### src/rtl/alu_result_tx_pkg.sv
// Shared ALU system constants: datapath widths and the result-transmit FSM encoding.
package alu_result_tx_pkg;

  localparam int ALU_RESULT_WIDTH = 16;
  localparam int ALU_BYTE_WIDTH   = 8;

  localparam logic [2:0] ST_IDLE    = 3'd0;
  localparam logic [2:0] ST_SEND_LO = 3'd1;
  localparam logic [2:0] ST_WAIT_LO = 3'd2;
  localparam logic [2:0] ST_SEND_HI = 3'd3;
  localparam logic [2:0] ST_WAIT_HI = 3'd4;

  function automatic logic is_send_state(input logic [2:0] st);
    return (st == ST_SEND_LO) || (st == ST_SEND_HI);
  endfunction

endpackage

### src/rtl/alu_result_tx.sv
// Serialises a captured ALU result into one or two bytes for a UART transmitter,
// handshaking on TX_BUSY and flagging results that arrive while a transfer is in flight.
module alu_result_tx
  import alu_result_tx_pkg::*;
#(
  parameter int RESULT_WIDTH = ALU_RESULT_WIDTH,
  parameter int BYTE_WIDTH   = ALU_BYTE_WIDTH
) (
  input  logic                    CLK,
  input  logic                    RST,
  input  logic [RESULT_WIDTH-1:0] ALU_OUT,
  input  logic                    OUT_VALID,
  input  logic                    WIDE,
  input  logic                    TX_BUSY,
  output logic [BYTE_WIDTH-1:0]   TX_P_DATA,
  output logic                    TX_D_VLD,
  output logic                    BUSY,
  output logic                    OVERRUN
);

  logic [2:0]              state;
  logic [2:0]              next_state;
  logic [RESULT_WIDTH-1:0] result_q;
  logic                    wide_q;
  logic [BYTE_WIDTH-1:0]   next_data;
  logic                    capture;

  // Results are only ever taken from IDLE; anything else is an overrun.
  assign capture = (state == ST_IDLE) && OUT_VALID;

  // NOTE: every variable gets a default at the top of always_comb so no path infers a latch.
  always_comb begin
    next_state = state;
    next_data  = TX_P_DATA;
    case (state)
      ST_IDLE: begin
        if (OUT_VALID) begin
          next_state = ST_SEND_LO;
          // The result register is not loaded yet, so take the low byte straight from the bus.
          next_data  = ALU_OUT[BYTE_WIDTH-1:0];
        end
      end
      ST_SEND_LO: begin
        next_data = result_q[BYTE_WIDTH-1:0];
        if (!TX_BUSY) next_state = ST_WAIT_LO;
      end
      ST_WAIT_LO: begin
        if (TX_BUSY) begin
          if (wide_q) begin
            next_state = ST_SEND_HI;
            next_data  = result_q[RESULT_WIDTH-1:BYTE_WIDTH];
          end else begin
            next_state = ST_IDLE;
          end
        end
      end
      ST_SEND_HI: begin
        if (!TX_BUSY) next_state = ST_WAIT_HI;
      end
      ST_WAIT_HI: begin
        if (TX_BUSY) next_state = ST_IDLE;
      end
      default: next_state = ST_IDLE;
    endcase
  end

  // NOTE: state uses non-blocking assignments; the async reset also clears the result register
  // so an aborted transfer can never leak a stale byte after release.
  always_ff @(posedge CLK or negedge RST) begin
    if (!RST) begin
      state     <= ST_IDLE;
      TX_P_DATA <= '0;
      TX_D_VLD  <= 1'b0;
      BUSY      <= 1'b0;
      OVERRUN   <= 1'b0;
      result_q  <= '0;
      wide_q    <= 1'b0;
    end else begin
      state     <= next_state;
      TX_P_DATA <= next_data;
      TX_D_VLD  <= is_send_state(next_state);
      BUSY      <= (next_state != ST_IDLE);
      OVERRUN   <= OUT_VALID && (state != ST_IDLE);
      if (capture) begin
        result_q <= ALU_OUT;
        wide_q   <= WIDE;
      end
    end
  end

endmodule

### config.mk
export PLATFORM = sky130hd
export DESIGN_NAME = alu_result_tx
export DESIGN_NICKNAME = d
export VERILOG_FILES = /design/src/rtl/alu_result_tx_pkg.sv /design/src/rtl/alu_result_tx.sv
export SDC_FILE = /design/constraint.sdc
export NUM_CORES = 1
export LEC_CHECK = 0
export CORE_MARGIN = 5
export CORE_UTILIZATION = 55
export DETAILED_ROUTE_END_ITERATION = 7
export PLACE_DENSITY = 0.83
export SYNTH_ARGS = -nofsm -noshare
export SYNTH_HDL_FRONTEND = slang
export SYNTH_SLANG_ARGS = --single-unit
### constraint.sdc
create_clock -name CLK -period 4.5 [get_ports CLK]
set_input_delay 0.675 -clock CLK [delete_from_list [all_inputs] [get_ports CLK]]
set_output_delay 0.675 -clock CLK [all_outputs]
set_load 0.05 [all_outputs]
## After elaboration in Yosys (flattened, before gate mapping)

Index checks and enable logic that the tools add are counted.

- Bits in registers: 31
- Bits of input ports: 21
- Output and inout port bits: 11

- Equality and inequality tests: 9
- Multiplexer cells: 11
- Reductions and logical operators: 8

Operators with widths:

| operator | number |
|---|---|
| $mux 8 | 3 |
| $pmux 8 s3 | 1 |
| $mux 3 | 5 |
| $pmux 3 s5 | 1 |
| $eq 3x2->1 const B | 3 |
| $reduce_bool 3->1 | 3 |
| $eq 3x1->1 const B | 2 |
| $ne 2x2->1 const B | 3 |
| $reduce_and 4->1 | 1 |
| $eq 3x3->1 const B | 1 |
| $logic_not 3->1 | 1 |
| $logic_and 1x1->1 | 2 |
| $mux 2 | 1 |
| $logic_or 1x1->1 | 1 |

## Logic depth before layout (Yosys ltp)

- Depth after elaboration: 5
- Gate-level depth with buffers: 6

## Worst setup path before layout

No wires, ideal clock.

- Path kind: input to register
- Start point: input TX_BUSY
- End point: register TX_P_DATA[0]
- Arrival time: 1.499 ns
- Path slack: 2.876 ns
- Stages: 3
- Path through: nand3b_4 > a211oi_4 > mux2_2

- Word-level cells in the longest chain between the ends: 2

Ends and longest elaborated chain:

| item | RTL line | source |
|---|---|---|
| from (decl) | alu_result_tx.sv:14 | `input logic TX_BUSY,` |
| $ne 2x2->1 (no line) | -- |  |
| $reduce_and 4->1 (no line) | -- |  |
| to (signal assigned) | alu_result_tx.sv:80 | `TX_P_DATA <= next_data;` |
| to (decl) | alu_result_tx.sv:15 | `output logic [BYTE_WIDTH-1:0] TX_P_DATA,` |

Every way passes these cells.
A chain may end at the register's enable or synchronous reset.

## Final worst setup path

- Start point: register state[0]
- End point: register result_q[2]

- Word-level cells in the longest chain between the ends: 2

Ends and longest elaborated chain:

| item | RTL line | source |
|---|---|---|
| from (decl) | alu_result_tx.sv:21 | `logic [2:0] state;` |
| from (signal assigned) | alu_result_tx.sv:79 | `state <= next_state;` |
| $logic_not 3->1 | alu_result_tx.sv:29 | `assign capture = (state == ST_IDLE) && OUT_VALID;` |
| $logic_and 1x1->1 | alu_result_tx.sv:29 |  |
| to (signal assigned) | alu_result_tx.sv:76 | `result_q <= '0;` |
| to (signal assigned) | alu_result_tx.sv:85 | `result_q <= ALU_OUT;` |
| to (decl) | alu_result_tx.sv:23 | `logic [RESULT_WIDTH-1:0] result_q;` |

Every way passes these cells.

==> run_results.csv <==
group,metric,value,unit
setup_path,r2r.worst_path.cells,3,
global_routing,grt_pass1_wl,5790,um
route,drc,0,
floorplan,fp-row-count,19,
setup_path,r2r-end,"result_q[2]",
clock_network,cts.sinks,31,
final_layout,register_area,776,um^2
yosys,synthFlopType,"dfrtp_1",
hold_path,min_path_cells,1,
setup_path,cp_slowest_stage_delay,800,ps
sta,tightestPinTransition,1120,ps
clock_network,clock_latency,330,ps
sta,skew,12.8,ps
yosys,yosysUniqueCellTypes,27,
yosys,synth_area_leaders,"dfrtp_1 48%, mux2_2 10%, mux2_4 9.3%",
yosys,synth_top_area_share,47.8,%
yosys,synth-edff-count,0,
power,total_power,1.52,mW
setup_path,critical_path_class,"reg2reg",
yosys,ys_seq_area_share,47.8,%
setup_path,critPathLaunchType,"register",
final_layout,nNetsFinal,178,
power,p_per_area,779,nW/um^2
floorplan,io_pins,32,
placed_design,hpwlAfterDp,2180,um
global_routing,antenna_found_initial,0,
setup_path,crit_required,4710,ps
clock_network,path_clk_slew,100,ps
clock_network,cts_tree,"built",
clock_network,numCtsBuffers,5,
placed_design,numPortBuffers,31,
floorplan,coreArea,2780,um^2
final_layout,fillers,196,
clock_network,post_cts_buffers,0,
yosys,synthCells,129,
floorplan,die_y,64.3,um
sta,hold_viol,0,
sta,drv_slew,0,
route,wire_per_inst,16.9,um
route,vias,1112,
yosys,syn_area,1620,um^2
hold_path,hp-start,"TX_P_DATA[0]",
clock_network,ctsResizeCount,0,
setup_path,slowest_stage,"dfrtp_1",
sta,setup_tns,0,ps
final_layout,n_antenna_cell,0,
global_routing,first_global_vias,1227,
sta,period_needed,2470,ps
yosys,synth.avg_cell_area,12.6,um^2
yosys,synth_fp_nets,150,
hold_path,whs_endpoint,"TX_P_DATA[0]",
global_routing,grt.overflow.total,0,
yosys,synth_warnings,0,
clock_network,cts_root_buffer,"clkbuf_4",
clock_network,cts_buffer_depth,2,
floorplan,start_util,58.3,%
sta,rsz0062_at_grt,"no",
hold_path,hold_path.class,"reg2reg",
yosys,yosysTopAreaCell,"dfrtp_1",
sta,max_freq,405,MHz
power,cellLeakagePower,0.807,nW
route,ant_nets,0,
global_routing,grtUsageTotal,17.7,%
sta,maxSlewHeadroom,25.4,%
sta,finalCritPeriodShare,54.8,%
final_layout,multiInputGateArea,758,um^2
power,ir_drop,757,uV
setup_path,worstPathMaxFanout,41,
final_layout,layout-drive-gt1-share,23.4,%
final_layout,syn2layout_area_growth,20.1,%
yosys,ys_seq_elements,31,
route,wl,3190,um
floorplan,die_w,64.3,um
setup_path,cp-end-kind,"register",
clock_network,cts-hold-fix-buffers,0,
run,cap_violations,0,
setup_path,rrSetupSlack,2030,ps
setup_path,arrival,2680,ps
route,first_pass_iters,4,
placed_design,routabilityCongestion,0.804,
sta,setup_violations,0,
setup_path,crit_chain,"nor3_2, and2_1, mux2_2",
clock_network,htreeDepth,2,
floorplan,fp.dieArea,4130,um^2
route,viasPerCell,5.88,
route,drt_iter0_drc,29,
yosys,synth-async-reset-ratio,100,%
status,status,"finished, final reports clean",
setup_path,reg2reg_from,"state[0]",
global_routing,grt_max_degree,42,
state kept, by name, indices dropped and copies added (netlist names):
| name | flops |
|---|---|
| BUSY | 1 |
| state | 3 |
| TX_P_DATA | 8 |
| TX_D_VLD | 1 |
| wide_q | 1 |
| OVERRUN | 1 |
| result_q | 16 |
Yosys cell counts (3+ instances only):
cell      count
nor3_1        9
nor2b_1      10
mux2_4       10
dfrtp_1      31
o32ai_1       8
nor3b_1       9
nor2_1        4
buf_2         3
o21bai_1      8
mux2_2       15
through the flow:
step	area (um^2)	setup slack, ps	instances	utilization, %	hold WS (ps)
global route	1950	1850	189	70.0	534
finish	1950	2030	189	70.0	519
detailed placement	1900	1980	181	68.2	500
floorplan	1620	2880	129	-	379
CTS	1950	2040	189	70.0	522
global placement	1900	2010	181	68.2	490
placed cells by master, fill, tap and decap left out, types with 2 or more instances in the layout:
cell	netlist	final
o21bai_1	8	8
nor3b_1	9	9
dfrtp_1	31	31
nor2b_1	10	10
clkdlybuf4s50_1	0	31
o32ai_1	8	8
a21o_1	2	2
mux2_2	15	15
nor3_1	9	9
nor2_1	4	4
clkbuf_4	0	5
mux2_4	10	10
clkbuf_1	2	2
inv_1	2	2
worst max-delay path: cells and delay by family (launching register included):
kind | cells | cell delay (ps)
simple gates | 2 | 1120
mux | 1 | 420
flops | 1 | 800
cells by family after synthesis:
family / Yosys count / share of synthesized area [%]
multiplexers: 25 / 19.7
AO/OA/AOI/OAI: 21 / 11.2
AND/OR/NAND/NOR: 38 / 15.4
flip-flops: 31 / 47.8
buffers and inverters: 13 / 5.40
XOR/XNOR: 1 / 0.540
layout make-up:
cell class	count	area share (%)
flip-flops and latches	31	39.8
multi-input cells	85	38.9
repair buffers	32	16.3
clock buffers	7	2.31
well taps	31	1.99
inverters	2	0.385
clock inverters	1	0.257
worst max path at each step:
stage                         endpoint  slack, ps      start
after floorplan           TX_P_DATA[0]       2880    TX_BUSY
after global placement     result_q[1]       2010  OUT_VALID
after detailed placement   result_q[5]       1980  OUT_VALID
after CTS                  result_q[2]       2040   state[0]
after global routing       result_q[2]       1850   state[0]
final                      result_q[2]       2030   state[0]
layer usage:
metal / global-route usage (%) / wire length [um] / vias up / part of all wire [%]
met4: 7.12 / 64 / 0 / 2.0
met1: 21.5 / 1330 / 554 / 42
met2: 28.6 / 1640 / 24 / 51
met3: 5.95 / 153 / 7 / 4.8
li1: - / - / 527 / -
met5: 0 / 0 / - / 0
power breakdown:
part	internal (mW)	switching [mW]	total, mW
logic	0.413	0.379	0.792
clock network	0.0608	0.0945	0.155
registers	0.419	0.152	0.571
total	0.893	0.626	1.52
(Power assumes the default switching activity.)
